==> config.mk <==
export PLATFORM = sky130hd
export DESIGN_NAME = mem_loader
export DESIGN_NICKNAME = d
export VERILOG_FILES = /design/src/rtl/mem_loader_pkg.sv /design/src/rtl/mem_loader.sv
export SDC_FILE = /design/constraint.sdc
export NUM_CORES = 1
export LEC_CHECK = 0
export CAP_MARGIN = 10
export CORE_ASPECT_RATIO = 2
export CORE_MARGIN = 1
export CORE_UTILIZATION = 30
export CTS_CLUSTER_SIZE = 12
export DETAILED_ROUTE_END_ITERATION = 7
export PLACE_DENSITY = 0.52
export SYNTH_ARGS = -nofsm -noshare
export SYNTH_HDL_FRONTEND = slang
export SYNTH_SLANG_ARGS = --single-unit
export TNS_END_PERCENT = 100
==> constraint.sdc <==
create_clock -name clk -period 5.1 [get_ports clk]
set_input_delay 1.02 -clock clk [delete_from_list [all_inputs] [get_ports clk]]
set_output_delay 1.02 -clock clk [all_outputs]
set_load 0.01 [all_outputs]
==> src/rtl/mem_loader_pkg.sv <==
// Shared types and helpers for the byte-stream memory loader.
package mem_loader_pkg;

  // Loader sequencing: idle, streaming data words, awaiting checksum, finished.
  typedef enum logic [1:0] {
    IDLE  = 2'd0,
    LOAD  = 2'd1,
    CHECK = 2'd2,
    DONE  = 2'd3
  } state_e;

  // Number of stream bytes packed into one memory word.
  function automatic int bytes_per_word(input int data_width);
    return data_width / 8;
  endfunction

endpackage

==> src/rtl/mem_loader.sv <==
// Byte-stream to memory-word loader: packs bytes little-endian into words,
// writes them from address 0 upward, then validates a trailing checksum byte.
// The CPU is held in reset for the whole load.
module mem_loader
  import mem_loader_pkg::*;
#(
  parameter int DATA_WIDTH = 16,
  parameter int ADDR_WIDTH = 8
) (
  input  logic                  clk,
  input  logic                  rst_n,
  input  logic                  start,
  input  logic [ADDR_WIDTH:0]   length,
  input  logic [7:0]            s_data,
  input  logic                  s_valid,
  output logic                  s_ready,
  output logic [ADDR_WIDTH-1:0] mem_addr,
  output logic [DATA_WIDTH-1:0] mem_wdata,
  output logic                  mem_we,
  output logic                  busy,
  output logic                  done,
  output logic                  error,
  output logic                  cpu_rst_n
);

  localparam int BPW   = bytes_per_word(DATA_WIDTH);
  localparam int IDX_W = (BPW > 1) ? $clog2(BPW) : 1;
  localparam logic [IDX_W-1:0]    LAST_IDX = IDX_W'(BPW - 1);
  localparam logic [ADDR_WIDTH:0] DEPTH    = (ADDR_WIDTH + 1)'(2 ** ADDR_WIDTH);

  state_e                  state_q, state_d;
  logic [ADDR_WIDTH:0]     word_cnt_q, word_cnt_d;
  logic [ADDR_WIDTH:0]     eff_len_q, eff_len_d;
  logic [IDX_W-1:0]        byte_idx_q, byte_idx_d;
  logic [DATA_WIDTH-1:0]   pack_q, pack_d;
  logic [7:0]              sum_q, sum_d;
  logic [ADDR_WIDTH-1:0]   mem_addr_q, mem_addr_d;
  logic [DATA_WIDTH-1:0]   mem_wdata_q, mem_wdata_d;
  logic                    mem_we_q, mem_we_d;
  logic                    done_q, done_d;
  logic                    error_q, error_d;

  logic                    accept;
  logic [ADDR_WIDTH:0]     eff_len;
  logic [7:0]              chk_sum;

  assign s_ready   = (state_q == LOAD) || (state_q == CHECK);
  assign busy      = s_ready;
  assign cpu_rst_n = ~busy;
  assign accept    = s_valid && s_ready;
  // Requests beyond the memory size are clamped so the address never wraps.
  assign eff_len   = (length > DEPTH) ? DEPTH : length;
  assign chk_sum   = sum_q + s_data;

  assign mem_addr  = mem_addr_q;
  assign mem_wdata = mem_wdata_q;
  assign mem_we    = mem_we_q;
  assign done      = done_q;
  assign error     = error_q;

  // State and datapath registers; reset aborts any load without a done pulse.
  always_ff @(posedge clk or negedge rst_n) begin
    if (!rst_n) begin
      state_q     <= IDLE;
      word_cnt_q  <= '0;
      eff_len_q   <= '0;
      byte_idx_q  <= '0;
      pack_q      <= '0;
      sum_q       <= '0;
      mem_addr_q  <= '0;
      mem_wdata_q <= '0;
      mem_we_q    <= 1'b0;
      done_q      <= 1'b0;
      error_q     <= 1'b0;
    end else begin
      state_q     <= state_d;
      word_cnt_q  <= word_cnt_d;
      eff_len_q   <= eff_len_d;
      byte_idx_q  <= byte_idx_d;
      pack_q      <= pack_d;
      sum_q       <= sum_d;
      mem_addr_q  <= mem_addr_d;
      mem_wdata_q <= mem_wdata_d;
      mem_we_q    <= mem_we_d;
      done_q      <= done_d;
      error_q     <= error_d;
    end
  end

  // Next-state logic: start handling, byte packing, word writes, checksum test.
  always_comb begin
    state_d     = state_q;
    word_cnt_d  = word_cnt_q;
    eff_len_d   = eff_len_q;
    byte_idx_d  = byte_idx_q;
    pack_d      = pack_q;
    sum_d       = sum_q;
    mem_addr_d  = mem_addr_q;
    mem_wdata_d = mem_wdata_q;
    mem_we_d    = 1'b0;
    done_d      = 1'b0;
    error_d     = error_q;

    unique case (state_q)
      IDLE, DONE: begin
        if (start) begin
          error_d    = 1'b0;
          word_cnt_d = '0;
          byte_idx_d = '0;
          pack_d     = '0;
          sum_d      = '0;
          eff_len_d  = eff_len;
          state_d    = (eff_len == '0) ? CHECK : LOAD;
        end
      end
      LOAD: begin
        if (accept) begin
          sum_d = sum_q + s_data;
          pack_d[int'(byte_idx_q) * 8 +: 8] = s_data;
          if (byte_idx_q == LAST_IDX) begin
            // Word complete: register the write so address/data are stable with the strobe.
            mem_we_d    = 1'b1;
            mem_addr_d  = word_cnt_q[ADDR_WIDTH-1:0];
            mem_wdata_d = pack_d;
            word_cnt_d  = word_cnt_q + (ADDR_WIDTH + 1)'(1);
            byte_idx_d  = '0;
            if (word_cnt_d == eff_len_q) begin
              state_d = CHECK;
            end
          end else begin
            byte_idx_d = byte_idx_q + IDX_W'(1);
          end
        end
      end
      CHECK: begin
        if (accept) begin
          error_d = (chk_sum != 8'd0);
          done_d  = 1'b1;
          state_d = DONE;
        end
      end
      default: state_d = IDLE;
    endcase
  end

endmodule

==> impl_metrics.prom <==
# TYPE chip_impl_metric gauge
chip_impl_metric{name="relSlewSlack",unit="%"} 45.7
chip_impl_info{name="status",value="complete, no violations"} 1
chip_impl_metric{name="setup_viol_count_final",unit=""} 0
chip_impl_metric{name="synth_fp_nets",unit=""} 362
chip_impl_metric{name="finish.instance_area",unit="um^2"} 4080
chip_impl_info{name="cp-end-kind",value="flop"} 1
chip_impl_info{name="ys_top_cells_by_count",value="sky130_fd_sc_hd__nand2_1 (89), sky130_fd_sc_hd__dfrtp_1 (64), sky130_fd_sc_hd__o21ai_0 (21)"} 1
chip_impl_metric{name="global_route_wire_length_before_repair",unit="mm"} 12.6
chip_impl_metric{name="place.gp.congestion",unit=""} 0.752
chip_impl_metric{name="yosys_warnings",unit=""} 0
chip_impl_metric{name="pin_count",unit=""} 51
chip_impl_info{name="rr_endpoint",value="word_cnt_q[3]"} 1
chip_impl_metric{name="post-cts-setup-buffers",unit=""} 0
chip_impl_metric{name="comb_power_share",unit="%"} 37.1
chip_impl_metric{name="min_period",unit="ns"} 3.43
chip_impl_metric{name="swShare",unit="%"} 34.3
chip_impl_metric{name="cellInternalPower",unit="W"} 0.00148
chip_impl_metric{name="grtUsageTotal",unit="%"} 15.5
chip_impl_metric{name="placedInstanceArea",unit="um^2"} 3750
chip_impl_metric{name="cts.clk_slew.worst_paths",unit="ns"} 0.06
chip_impl_info{name="synth_largest_area_cell",value="sky130_fd_sc_hd__dfrtp_1"} 1
chip_impl_metric{name="design.final.nets",unit=""} 410
chip_impl_metric{name="die-height",unit="um"} 147
chip_impl_metric{name="cts_htree_levels",unit=""} 3
chip_impl_metric{name="synth.ff_latch_count",unit=""} 64
chip_impl_metric{name="aggregate_negative_setup_slack",unit="ns"} 0
chip_impl_metric{name="clkPwrFrac",unit="%"} 29.8
chip_impl_info{name="synth-main-ff-cell",value="sky130_fd_sc_hd__dfrtp_1"} 1
chip_impl_info{name="crit_type",value="in -> reg"} 1
chip_impl_info{name="worst_hold_path.endpoint",value="mem_wdata[6]"} 1
chip_impl_metric{name="core.rowCount",unit=""} 52
chip_impl_info{name="synth.area.top_cells",value="sky130_fd_sc_hd__dfrtp_1 (51%), sky130_fd_sc_hd__nand2_1 (11%), sky130_fd_sc_hd__a22o_1 (4.2%), sky130_fd_sc_hd__ha_1 (4.0%), sky130_fd_sc_hd__xnor2_1 (3.6%)"} 1
chip_impl_metric{name="grt_overflow",unit=""} 0
chip_impl_info{name="cpMaxStageDelayCell",value="sky130_fd_sc_hd__clkdlybuf4s50_1"} 1
chip_impl_metric{name="hold_violations",unit=""} 0
chip_impl_metric{name="worstPathRequired",unit="ns"} 5.29
chip_impl_metric{name="synthesis.area_per_instance",unit="um^2"} 9.52
chip_impl_info{name="cts_tree",value="done"} 1
chip_impl_metric{name="post_synth_and_or_nand_nor_area_fraction",unit="%"} 21.4
chip_impl_metric{name="seq_area_frac_synth",unit="%"} 51.0
chip_impl_metric{name="switchingPower",unit="W"} 0.000773
chip_impl_metric{name="drt_pre_antenna_iters",unit=""} 4
chip_impl_metric{name="synthDominantCellAreaShare",unit="%"} 51.0
chip_impl_metric{name="critPathArrivalTime",unit="ns"} 3.61
chip_impl_info{name="regToRegStartpoint",value="state_q[0]"} 1
chip_impl_metric{name="worst_pin_slew",unit="ns"} 0.814
chip_impl_metric{name="ir_worst_vdd",unit="mV"} 0.218
chip_impl_metric{name="synth-compound-area-share",unit="%"} 14.0
chip_impl_info{name="cts_root_buf",value="sky130_fd_sc_hd__clkbuf_16"} 1
chip_impl_metric{name="timing.reg2reg.setup_slack",unit="ns"} 2.04
chip_impl_metric{name="die_width",unit="um"} 74.4
chip_impl_metric{name="drive_above_1_share",unit="%"} 7.83
chip_impl_metric{name="synthesized_area_fraction_occupied_by_xor_and_xnor_cells",unit="%"} 5.30
chip_impl_info{name="start_point_of_the_worst_min_delay_path",value="pack_q[6]"} 1
chip_impl_info{name="rsz0062_at_grt",value="false"} 1
chip_impl_metric{name="crit_path_max_incr_delay",unit="ns"} 0.58
chip_impl_metric{name="die_area",unit="um^2"} 10900
chip_impl_metric{name="cts-root-to-sink-buffers",unit=""} 2
chip_impl_info{name="timing.critical_path.max_delay_family",value="buffers and inverters"} 1
chip_impl_metric{name="maximum_capacitance_violations",unit=""} 0
chip_impl_info{name="worst_hold_path_type",value="reg -> reg"} 1
chip_impl_metric{name="first_global_vias",unit=""} 2571
chip_impl_metric{name="vias",unit=""} 2477
chip_impl_info{name="synth_top_family_by_area",value="simple AND/OR/NAND/NOR gates"} 1
chip_impl_metric{name="clock-skew-final",unit="ns"} 0.0101
chip_impl_metric{name="detail_route.vias_per_cell",unit=""} 4.78
chip_impl_metric{name="number_of_flops_mapped_to_enable_cells_by_yosys",unit=""} 0
chip_impl_metric{name="fmax",unit="MHz"} 292
chip_impl_metric{name="multiplexer_share_of_the_synthesized_area",unit="%"} 1.08
chip_impl_metric{name="pwr-share-seq",unit="%"} 33.1
chip_impl_metric{name="detailed_place_hpwl",unit="mm"} 5.58
chip_impl_metric{name="drt-total-wl",unit="mm"} 7.60
chip_impl_metric{name="numCtsBuffers",unit=""} 9
chip_impl_metric{name="routed_wirelength_normalized_by_instance_count",unit="um"} 14.7
chip_impl_metric{name="design.core.area",unit="um^2"} 10100
chip_impl_metric{name="reg2reg_depth",unit=""} 9
chip_impl_metric{name="cts.sink_count",unit=""} 64
chip_impl_metric{name="total_leakage_power",unit="nW"} 1.90
chip_impl_metric{name="syn-instance-count",unit=""} 330
chip_impl_metric{name="flow.area_growth_from_synthesis",unit="%"} 30.0
chip_impl_metric{name="cts_resized",unit=""} 0
chip_impl_metric{name="buffer_ports.inserted",unit=""} 50
chip_impl_metric{name="finalCoreUtilization",unit="%"} 40.2
chip_impl_metric{name="synthesis.area",unit="um^2"} 3140
chip_impl_info{name="cp_cell_sequence",value="clkdlybuf4s50_1, and3_1, nand2_2, inv_2, nor2_2, o21ai_0, o31ai_1"} 1
chip_impl_metric{name="timing.final.crit_share",unit="%"} 67.2
chip_impl_metric{name="worstSkewPairLatency",unit="ns"} 0.34
chip_impl_metric{name="timing.hold.worst_path_depth",unit=""} 2
chip_impl_metric{name="cts_hold_buffers",unit=""} 0
chip_impl_metric{name="initial_antenna_violation_count",unit=""} 0
chip_impl_metric{name="initialDrtViolationCount",unit=""} 114
chip_impl_metric{name="power_density",unit="nW/um^2"} 552
chip_impl_metric{name="drc",unit=""} 0
chip_impl_metric{name="start_util",unit="%"} 31.0
chip_impl_metric{name="netlist-cell-type-count",unit=""} 46
chip_impl_metric{name="synth_fa_ha_area_share",unit="%"} 4.62
chip_impl_info{name="yosysMostFrequentCell",value="sky130_fd_sc_hd__nand2_1"} 1
chip_impl_metric{name="drv_slew",unit=""} 0
chip_impl_metric{name="crit_path_max_fanout",unit=""} 37
chip_impl_metric{name="count_of_antenna_diodes_in_the_layout",unit=""} 0
chip_impl_info{name="crit_path_start_kind",value="input pin"} 1
chip_impl_metric{name="postRouteAntennaNets",unit=""} 0
chip_impl_metric{name="timing.critical_path.depth",unit=""} 7
chip_impl_metric{name="async_reset_ff_share",unit="%"} 100
chip_impl_metric{name="total_power",unit="W"} 0.00225
chip_impl_metric{name="grt_start_max_net_pins",unit=""} 65
chip_impl_metric{name="crit_buf_inv",unit=""} 2
per-stage QoR:
stage,worst slack [ns],cells,hold slack [ns]
CTS,1.62,518,0.477
floorplan,2.60,330,0.439
global placement,1.39,502,0.457
detailed placement,1.30,502,0.468
global route,1.37,518,0.501
finish,1.67,518,0.468
worst max-delay path by stage:
stage,from,endpoint
after floorplan,s_data[0],error
after global placement,s_valid,word_cnt_q[8]
after detailed placement,s_valid,word_cnt_q[5]
after CTS,s_valid,word_cnt_q[3]
after global routing,s_valid,word_cnt_q[3]
final,s_valid,word_cnt_q[3]
registers in the layout, indices dropped and copies added (netlist names):
register / cells
mem_wdata: 16
eff_len_q: 9
word_cnt_q: 9
mem_addr: 8
pack_q: 8
sum_q: 8
state_q: 2
byte_idx_q: 1
done: 1
error: 1
mem_we: 1
tightest hold or removal path, cell delays in order (launching register included):
cell,delay (ns)
sky130_fd_sc_hd__dfrtp_1,0.35
sky130_fd_sc_hd__nand2_1,0.05
sky130_fd_sc_hd__nand2_1,0.05
cells by family after synthesis:
family	after synthesis
AND/OR/NAND/NOR	148
AO/OA/AOI/OAI	65
flip-flops	64
buffers and inverters	20
XOR/XNOR	19
adder cells (fa/ha/maj)	11
multiplexers	3
cell type report:
| cell class | count | area [um^2] |
|---|---|---|
| clock buffer | 10 | 239 |
| clock inverter | 6 | 92.6 |
| fill | 1037 | 6070 |
| inverter | 6 | 22.5 |
| multi-input combinational | 246 | 1460 |
| sequential | 64 | 1600 |
| tap | 135 | 169 |
| timing repair buffer | 51 | 503 |
power groups by stage:
stage                     clock [W]  sequential [W]  combinational (W)
after detailed placement          0        0.000759           0.000843
after floorplan                   0        0.000751           0.000531
final                      0.000672        0.000746           0.000836
after global routing       0.000704        0.000766           0.000929
after CTS                  0.000685        0.000750           0.000849
after global placement            0        0.000756           0.000829
placed cells by master, fill, tap and decap left out, types with 2 or more instances in the layout:
cell	netlist	layout
sky130_fd_sc_hd__a211oi_1	2	2
sky130_fd_sc_hd__a21oi_1	7	7
sky130_fd_sc_hd__a22o_1	15	15
sky130_fd_sc_hd__and3_1	6	6
sky130_fd_sc_hd__bufinv_16	0	2
sky130_fd_sc_hd__clkbuf_16	0	9
sky130_fd_sc_hd__clkdlybuf4s50_1	0	49
sky130_fd_sc_hd__clkinv_4	0	2
sky130_fd_sc_hd__clkinvlp_4	0	2
sky130_fd_sc_hd__dfrtp_1	64	64
sky130_fd_sc_hd__ha_1	10	10
sky130_fd_sc_hd__inv_1	4	4
sky130_fd_sc_hd__inv_2	2	2
sky130_fd_sc_hd__mux2_1	2	2
sky130_fd_sc_hd__nand2_1	89	89
sky130_fd_sc_hd__nand2b_1	9	9
sky130_fd_sc_hd__nand3_1	7	7
sky130_fd_sc_hd__nor2_1	19	19
sky130_fd_sc_hd__nor2b_1	2	2
sky130_fd_sc_hd__nor3_1	4	4
sky130_fd_sc_hd__nor4_1	2	2
sky130_fd_sc_hd__o21a_1	3	3
sky130_fd_sc_hd__o21ai_0	21	21
sky130_fd_sc_hd__o21ai_1	3	3
sky130_fd_sc_hd__o31ai_1	5	5
sky130_fd_sc_hd__o41ai_1	2	2
sky130_fd_sc_hd__xnor2_1	13	13
sky130_fd_sc_hd__xor2_1	6	6
metal layers:
| metal | GRT usage, % | share of wire (%) | vias to the layer above | routed length (um) |
|---|---|---|---|---|
| met3 | 3.29 | 2.1 | 14 | 162 |
| met5 | 0 | 0 | - | 0 |
| met2 | 26.1 | 54 | 38 | 4070 |
| li1 | - | - | 1227 | - |
| met4 | 8.11 | 3.1 | 0 | 232 |
| met1 | 17.9 | 41 | 1198 | 3140 |
No activity file was read; power rests on OpenSTA's default activity.
==> RTL change, RTL diff (same flow settings) <==
`mem_wdata_q` no longer has a reset.
--- a/src/rtl/mem_loader.sv
+++ b/src/rtl/mem_loader.sv
@@ -70,3 +70,2 @@
       mem_addr_q  <= '0;
-      mem_wdata_q <= '0;
       mem_we_q    <= 1'b0;
@@ -82,3 +81,2 @@
       mem_addr_q  <= mem_addr_d;
-      mem_wdata_q <= mem_wdata_d;
       mem_we_q    <= mem_we_d;
@@ -87,2 +85,6 @@
     end
+  end
+
+  always_ff @(posedge clk) begin
+    mem_wdata_q <= mem_wdata_d;
   end
Function: differs if rst_n is asserted again (counterexample within 4 cycles, from zero or initial values and one cycle with rst_n low); with rst_n held inactive, the same outputs for 4 cycles.
==> RTL change against the original RTL <==
Critical path depth grew 1; cell area is 8.3% higher; worst setup slack gained 0.078 ns; total power increased by 3.5%; clock skew fell by 0.0026 ns; register-to-register slack lost 0.05 ns; sequential cell count is 8 higher; routed wire length decreased by 1.4%; area after synthesis is 10% higher; sequential power is 13% higher; sequential share of layout area is 3.3 points higher; critical path type unchanged; largest power group is now registers.
==> RTL change: results (changes against the original RTL) <==
Status: finished, final reports clean
Routed len/inst: 14.73 um (+0.36%)
DR vias/cell: 4.896 (+2.4%)
Area of the multi-input gates: 1498 um^2 (+2.8%)
Worst EP arrival: 3.58 ns (-0.03 ns)
# clk buffers: 11 (+1)
Non-clk bufs: 54 (+5.9%)
Mapped Cells: 313 (-5.2%)
Max FO, Critical Path: 28 (-24%)
Slew @ Worst Pin: 0.8883 ns (+0.07415 ns)
NumNets Final: 394 (-3.9%)
Dpl cells: 493 (-1.8%)
Final RePlAce weighted congestion: 0.7951 (+5.7%)
Vias in the first global route: 2531 (-1.6%)
Max VDD drop: 0.3782 mV (+73%)
Sw power: 0.0007675 W (-0.68%)
EDFF count, synth: 16 (+16)
Layout clock area frac: 7.296% (-0.82 points)
Synth async-reset ratio: 77.78% (-22 points)
Min-Delay Startpoint: sum_q[6]
Sequential power share: 36.1% (+3.0 points)
Worst Setup EP: word_cnt_q[5]
Worst Skew: 0.007491 ns (-0.002601 ns)
Reg2reg path depth: 10 (+1)
Synth top area cells: dfrtp_1 40%, edfxtp_1 14%, a22o_1 5.6%
Inverters: 5 (-1)
Routed wire length: 7497 um (-1.4%)
Post-synthesis cell type count: 41 (-11%)
FF+latch count, synth: 72 (+13%)
Seq/Total Area, Yosys: 54.28% (+3.3 points)
Largest net degree at the start of global routing: 57 (-12%)
-- RTL change: cell count changes after synthesis, sizes merged, moves of 3 or more --
cell    unedited run  this run
clkbuf             5        11
nor3               5         1
dfrtp             64        56
a22o              15        22
buf                9         5
edfxtp             0        16
mux2               3        20
o31ai              5         8
nor2              20        14
o21ai             24        27
xnor2             13         9
nand2             91        46
-- RTL change: kinds of logic after synthesis --
logic type / after synthesis / synth area share, %
buffers and inverters: 21 / 2.526
muxes: 20 / 6.604
xor gates and xnor gates: 14 / 3.537
and+or+nand+nor: 97 / 13.24
DFF: 72 / 54.28
AOI/OAI and AO/OA: 78 / 15.63
adders and majority gates: 11 / 4.186
-- RTL change: routing by layer --
metal  GRT usage [%]  routed length [um]
met2           23.85                4014
met5               0                   0
met3           3.145                 234
met4           6.614                 189
met1           16.17                3058
-- RTL change: stage by stage --
| step | cell area, um^2 | util, % | setup slack, ns | power [W] | hold slack (ns) |
|---|---|---|---|---|---|
| floorplan | 3467 | - | 2.313 | 0.001416 | 0.4538 |
| global placement | 4101 | 36.34 | 1.498 | 0.001669 | 0.4652 |
| detailed placement | 4101 | 36.34 | 1.416 | 0.001679 | 0.4711 |
| CTS | 4424 | 39.20 | 1.754 | 0.002367 | 0.4859 |
| global route | 4424 | 39.20 | 1.445 | 0.002491 | 0.5037 |
| finish | 4424 | 39.20 | 1.750 | 0.002334 | 0.4790 |
-- RTL change: critical path, stage by stage --
cell and delay (ns):
clkdlybuf4s50_1 0.47, and3_1 0.21, buf_4 0.23, nand2_1 0.50
inv_1 0.34, nor2_1 0.52, o21ai_0 0.18, o31ai_1 0.10
